==> src/rtl/r16_pkg.sv <==
// Shared constants and sequencer state encoding for the radix-16 twiddle/data delay path.
package r16_pkg;

    localparam int unsigned D_WIDTH      = 64;
    localparam int unsigned R16_LANES    = 16;
    localparam int unsigned R16_WD_DELAY = 21;

    typedef enum logic [1:0] {
        S_IDLE  = 2'd0,
        S_ISSUE = 2'd1,
        S_DRAIN = 2'd2,
        S_FIN   = 2'd3
    } seq_state_t;

endpackage

==> src/rtl/r16_tag_pipe.sv <==
// Fixed-depth tag shift register that mirrors the data delay line; shifts every cycle.
module r16_tag_pipe
    import r16_pkg::*;
#(
    parameter int unsigned DELAY = R16_WD_DELAY,
    parameter int unsigned WIDTH = 14
) (
    input  logic             clk,
    input  logic             rst_n,
    input  logic [WIDTH-1:0] tag_i,
    output logic [WIDTH-1:0] tag_o
);

    logic [WIDTH-1:0] stage_q [DELAY];

    always_ff @(posedge clk or negedge rst_n) begin
        if (!rst_n) begin
            for (int i = 0; i < int'(DELAY); i++) begin
                stage_q[i] <= '0;
            end
        end else begin
            stage_q[0] <= tag_i;
            for (int i = 1; i < int'(DELAY); i++) begin
                stage_q[i] <= stage_q[i-1];
            end
        end
    end

    assign tag_o = stage_q[DELAY-1];

endmodule

==> src/rtl/r16_wd_seq_ctrl.sv <==
// Job sequencer: issues N source group reads and tags them through the delay line
// so the consumer sees valid/last/index aligned with the delayed data.
module r16_wd_seq_ctrl
    import r16_pkg::*;
#(
    parameter int unsigned DELAY  = R16_WD_DELAY,
    parameter int unsigned CNT_W  = 12,
    parameter int unsigned ADDR_W = 10
) (
    input  logic              clk,
    input  logic              rst_n,
    input  logic              start,
    input  logic [CNT_W-1:0]  num_grp,
    input  logic [ADDR_W-1:0] base_addr,
    input  logic              src_avail,
    output logic              src_rd_en,
    output logic [ADDR_W-1:0] src_addr,
    output logic              out_valid,
    output logic              out_last,
    output logic [CNT_W-1:0]  out_grp_idx,
    output logic              busy,
    output logic              done,
    output logic              err_start
);

    localparam int unsigned TAG_W = CNT_W + 2;

    seq_state_t        state_q, state_d;
    logic [CNT_W-1:0]  num_q, num_d;
    logic [CNT_W-1:0]  issued_q, issued_d;
    logic [ADDR_W-1:0] base_q, base_d;
    logic              busy_q, done_q, err_q;
    logic              rd_en_c, last_c;
    logic [TAG_W-1:0]  tag_in_c, tag_out;

    // Next-state, issue counter and combinational read strobe.
    always_comb begin
        state_d  = state_q;
        num_d    = num_q;
        issued_d = issued_q;
        base_d   = base_q;
        rd_en_c  = 1'b0;
        last_c   = 1'b0;
        unique case (state_q)
            S_IDLE: begin
                if (start) begin
                    if (num_grp != CNT_W'(0)) begin
                        num_d    = num_grp;
                        base_d   = base_addr;
                        issued_d = CNT_W'(0);
                        state_d  = S_ISSUE;
                    end else begin
                        state_d  = S_FIN;
                    end
                end
            end
            S_ISSUE: begin
                if (src_avail) begin
                    rd_en_c  = 1'b1;
                    issued_d = issued_q + CNT_W'(1);
                    if (issued_q == num_q - CNT_W'(1)) begin
                        last_c  = 1'b1;
                        state_d = S_DRAIN;
                    end
                end
            end
            S_DRAIN: begin
                if (out_valid && out_last) begin
                    state_d = S_FIN;
                end
            end
            S_FIN: begin
                state_d = S_IDLE;
            end
            default: begin
                state_d = S_IDLE;
            end
        endcase
    end

    always_ff @(posedge clk or negedge rst_n) begin
        if (!rst_n) begin
            state_q  <= S_IDLE;
            num_q    <= '0;
            issued_q <= '0;
            base_q   <= '0;
            busy_q   <= 1'b0;
            done_q   <= 1'b0;
            err_q    <= 1'b0;
        end else begin
            state_q  <= state_d;
            num_q    <= num_d;
            issued_q <= issued_d;
            base_q   <= base_d;
            busy_q   <= (state_d == S_ISSUE) || (state_d == S_DRAIN);
            done_q   <= (state_d == S_FIN);
            err_q    <= start && (state_q != S_IDLE);
        end
    end

    // Index is zeroed on bubbles so out_grp_idx reads 0 whenever out_valid is low.
    assign tag_in_c = {rd_en_c, last_c, rd_en_c ? issued_q : CNT_W'(0)};

    r16_tag_pipe #(
        .DELAY (DELAY),
        .WIDTH (TAG_W)
    ) u_tag_pipe (
        .clk   (clk),
        .rst_n (rst_n),
        .tag_i (tag_in_c),
        .tag_o (tag_out)
    );

    assign src_rd_en   = rd_en_c;
    assign src_addr    = base_q + ADDR_W'(issued_q);
    assign out_valid   = tag_out[TAG_W-1];
    assign out_last    = tag_out[TAG_W-2];
    assign out_grp_idx = tag_out[CNT_W-1:0];
    assign busy        = busy_q;
    assign done        = done_q;
    assign err_start   = err_q;

endmodule

==> config.mk <==
export PLATFORM = sky130hd
export DESIGN_NAME = r16_wd_seq_ctrl
export DESIGN_NICKNAME = d
export VERILOG_FILES = /design/src/rtl/r16_pkg.sv /design/src/rtl/r16_tag_pipe.sv /design/src/rtl/r16_wd_seq_ctrl.sv
export SDC_FILE = /design/constraint.sdc
export NUM_CORES = 1
export LEC_CHECK = 0
export ABC_AREA = 1
export BUFFER_PORTS_ARGS = -buffer_cell sky130_fd_sc_hd__buf_2
export CAP_MARGIN = 10
export CORE_MARGIN = 1.5
export CORE_UTILIZATION = 56
export DETAILED_ROUTE_END_ITERATION = 12
export PLACE_DENSITY = 0.78
export SETUP_SLACK_MARGIN = 0.4
export SYNTH_ARGS = -nofsm -noshare
export SYNTH_HDL_FRONTEND = slang
export SYNTH_SLANG_ARGS = --single-unit
==> constraint.sdc <==
create_clock -name clk -period 5.6 [get_ports clk]
set_input_delay 1.12 -clock clk [delete_from_list [all_inputs] [get_ports clk]]
set_output_delay 1.12 -clock clk [all_outputs]
set_load 0.005 [all_outputs]
==> results.md <==
- The detailed router placed 5,214 vias in this run.
- Dividing the final minimum period by the clock period gives 0.696.
- The worst setup slack after layout is between 1500 and 2000 ps.
- The count of buffer and inverter cells on the critical path is 2.
- At the placement stage, the worst setup path has a slack of between 2000 and 2500 ps.
- The synthesized net count is ~770.
- The switching share of power is 0.298.
- The number of nets at the end of the flow is roughly 830.
- The clock reaches the later pin of the worst-skew pair after between 500 and 600 ps.
- The highest clock rate is 257 MHz.
- For this run, the register share of the synthesized area comes to 0.801.
- At the worst endpoint, the arrival time is between 2000 and 3000 ps.
- The number of global-route vias before repair is roughly 5,500.
- The run finished, with violations left.
- Hold repair after CTS inserted 0 buffers.
- The number of top-level design ports is 54.
- The tightest min-delay check is of the flip-flop to flip-flop type.
- Clock-pin slew was measured on the worst setup and hold paths at 70 ps.
- The critical path launch point type is a flip-flop.
- The worst path in the final design needs a cycle of slightly below 4000 ps, including I/O delays and setup.
- Headroom to the max-slew limit came out at 0.495.
- The floorplan step defined a die boundary enclosing ~0.019 mm^2.
- The sum of routed wire length over all layers is 16,900 um.
- In this run the number of H-tree levels came out at 1.
- The total power consumption of the routed design is between 6 and 7 mW.
- The synthesized netlist occupies a cell area of around 0.010 mm^2.
- Global routing finished with a remaining overflow of 0.
- TritonCTS built the clock tree.
- Leaving out fill and tap cells, the most frequent cells in the layout are sky130_fd_sc_hd__dfrtp_1 (333), sky130_fd_sc_hd__nand2_1 (115), sky130_fd_sc_hd__inv_1 (52), sky130_fd_sc_hd__buf_2 (52), sky130_fd_sc_hd__nand3_1 (45).
- The maximum resistive drop on vdd is 0.412 mV.
- Setup repair after global routing left no endpoint under its margin.
- Before antenna repair, the detailed router went through 9 iterations.
- For the final routed database, the setup TNS stands at 0 ps.
- A synthesized cell averages approximately 14 um^2.
- The fraction of power consumed by combinational cells is 0.181.
- For the pin with the worst max-slew slack, the measured transition is between 700 and 800 ps.
- The first global-routing pass estimated around 29,000 um of wire.
- The total track usage is 0.187.
- The initial antenna violation count is 0.
- The top fanout value on the critical path is 8.
- The count of nets left with antenna violations once routing finished came out at 0.
- The sequential group share of total power is 0.494.
- The layout has between 1,000 and 1,500 filler cells.
- The cell type contributing the most total cell area after synthesis is sky130_fd_sc_hd__dfrtp_1.
- The number of hold-slack violations in the final timing report came to 0.
- The nature of the critical path endpoint is a primary output.
- The area growth from synthesis to layout is 14.0%.
- The antenna diode count is 0.
- The number of sinks handled by clock tree synthesis is between 300 and 400.
- The initial DRC count is 271.
- The max-slew violation count was 0.
- The most common library cell in the layout ignoring fill and taps is sky130_fd_sc_hd__dfrtp_1.
- The share of synthesized area in the top cell type comes to 0.801.
- The area of the core is between 0.015 and 0.02 mm^2.
- The proportion of power drawn by the clock network is 0.325.
- By area the synthesized netlist is led by sky130_fd_sc_hd__dfrtp_1 (80%), sky130_fd_sc_hd__nand2_1 (4.2%), sky130_fd_sc_hd__nand3_1 (2.2%).
- The post-synthesis cell type count is 35.
- The placed instance count is a little under 1,000.
- The delay of the slowest cell on the worst path is between 500 and 600 ps.
- The setup path with the least slack is of type flip-flop to primary output.
- The slowest stage of the critical path belongs to the cell sky130_fd_sc_hd__dfrtp_1.
- The global placer's final weighted congestion is 0.915.
- The sum of net half-perimeters after detailed placement is between 9000 and 10,000 um.
- In this run, CTS created clock tree buffers numbering 30.
- The quantity of I/O buffers inserted on ports is 53.
- Yosys printed 0 warnings.
- The number of setup buffers added after CTS is 0.
- The power density over the cells is ~540 mW/mm^2.
- Dividing the detail-routed wire length by the instance count gives between 15 and 20 um.
- In the routed design, unresolved DRC markers number 2.
- The switching power total is about 1.9 mW.
- Of the cells placed in the final design, the portion with a size suffix greater than 1 is 0.170.
- Across the run, the number of max-cap violations was 0.
- In this run the horizontal extent of the chip is 139 um.
- The flop and latch count out of synthesis is roughly 330.
- The post-layout utilization of the core is 0.656.
- The floorplan step set the die height to 139 um.
- The tree is rooted in a sky130_fd_sc_hd__clkbuf_16.
- The initial core utilization is 0.575.
- The final setup violation count is 0.
- The most prevalent standard cell on the critical path is sky130_fd_sc_hd__o21ai_0.
- The required time of the worst setup path is between 4000 and 5000 ps.
- For this run, the number of standard cells in the final layout without fillers is ~1,000.
- Synthesis handed over a netlist of 728 instances.
- The via count normalized by instance count is 4.99.
- The checks that failed: DRC.
- The internal cell power is about 4.5 mW.
- Counting along the longest clock path gives a buffer depth of 3.
- The analysis attributes to cell leakage a power of 6.23 nW.
- The setup skew after layout is between 10 and 15 ps.
- Row generation in the floorplan step produced 49 rows.
- The signal on the critical path passes through ha_1 > inv_1 > fa_1 > o21ai_0 > a21oi_1 > o21ai_0 > xor2_1 > buf_2.
- Broken down by cell family, the worst path's largest delay share belongs to compound AO/OA/AOI/OAI gates.
- The post-CTS resize count is 0.
- Entering global routing, the biggest net connects 120 pins.
[worst register-to-register path, delay by kind of cell, from the launching register on]
family,cells,cell delay (ps)
buffers and inverters,1,330
AND/OR/NAND/NOR,3,1290
flip-flops,1,480
AO/OA/AOI/OAI,2,330
[power groups by stage]
stage	sequential [mW]	combinational (mW)	clock, mW
6_report	3.15	1.15	2.08
5_1_grt	3.21	1.32	2.22
4_1_cts	3.16	1.16	2.14
3_5_place_dp	3.18	1.15	0
3_3_place_gp	3.15	1.13	0
2_1_floorplan	3.07	0.877	0
[registers in the layout, summed over array words and instances, names as in the netlist]
register and flops:
u_tag_pipe.stage_q 280, u_tag_pipe.tag_o 14, issued_q 12, num_q 12, base_q 10, state_q 2
busy 1, done 1, err_start 1
[stage by stage]
step | area (um^2) | hold WS [ps]
2_1_floorplan | 10400 | 331
3_3_place_gp | 10800 | 331
3_5_place_dp | 10800 | 335
4_1_cts | 11900 | 328
5_1_grt | 11900 | 345
6_report | 11900 | 342
[routing by layer]
metal / vias to the layer above / track usage / wire, um
li1: 2426 / - / -
met1: 2615 / 0.260 / 7380
met2: 146 / 0.307 / 8340
met3: 27 / 0.0399 / 883
met4: 0 / 0.0442 / 325
met5: - / 0 / 0
[cells in the mapped netlist, drive strengths merged]
master / count
dfrtp: 333
nand2: 119
inv: 56
nor2: 51
nand3: 46
o21ai: 22
buf: 21
xor2: 15
a21oi: 13
ha: 12
nand4: 12
nor3: 7
o31ai: 4
xnor2: 4
clkbuf: 3
nor4: 2
or2: 2
a41oi: 1
and3: 1
fa: 1
nand3b: 1
o21bai: 1
o311ai: 1
[worst paths after layout]
path | startpoint | slack (ps) | endpoint | cells after the start
worst max-delay path | issued_q[0]$_DFFE_PN0P_ | 1700 | src_addr[6] | 8
worst min-delay path | u_tag_pipe.stage_q[248]$_DFF_PN0_ | 340 | u_tag_pipe.stage_q[234]$_DFF_PN0_ | 0
worst max register to register | state_q[1]$_DFF_PN0_ | 3030 | num_q[0]$_DFFE_PN0P_ | 6
worst min register to register | u_tag_pipe.stage_q[248]$_DFF_PN0_ | 340 | u_tag_pipe.stage_q[234]$_DFF_PN0_ | 0
max in group asynchronous | rst_n | 3730 | u_tag_pipe.stage_q[198]$_DFF_PN0_ | 2
min in group asynchronous | rst_n | 600 | u_tag_pipe.stage_q[28]$_DFF_PN0_ | 1
[kinds of logic after synthesis]
kind of cell	share of synthesized area
flip-flops	0.801
AND/OR/NAND/NOR	0.103
XOR/XNOR	0.0160
adder cells (fa/ha/maj)	0.0164
AO/OA/AOI/OAI	0.0261
buffers and inverters	0.0369
[cell type report]
| cell class | count | area [um^2] | share of cell area |
|---|---|---|---|
| multi-input combinational | 315 | 1680 | 0.142 |
| clock inverter | 22 | 239 | 0.0202 |
| sequential | 333 | 8330 | 0.703 |
| inverter | 56 | 210 | 0.0177 |
| tap | 229 | 287 | 0.0242 |
| timing repair buffer | 56 | 310 | 0.0262 |
| clock buffer | 34 | 796 | 0.0671 |
No activity file was read; power rests on OpenSTA's default activity.
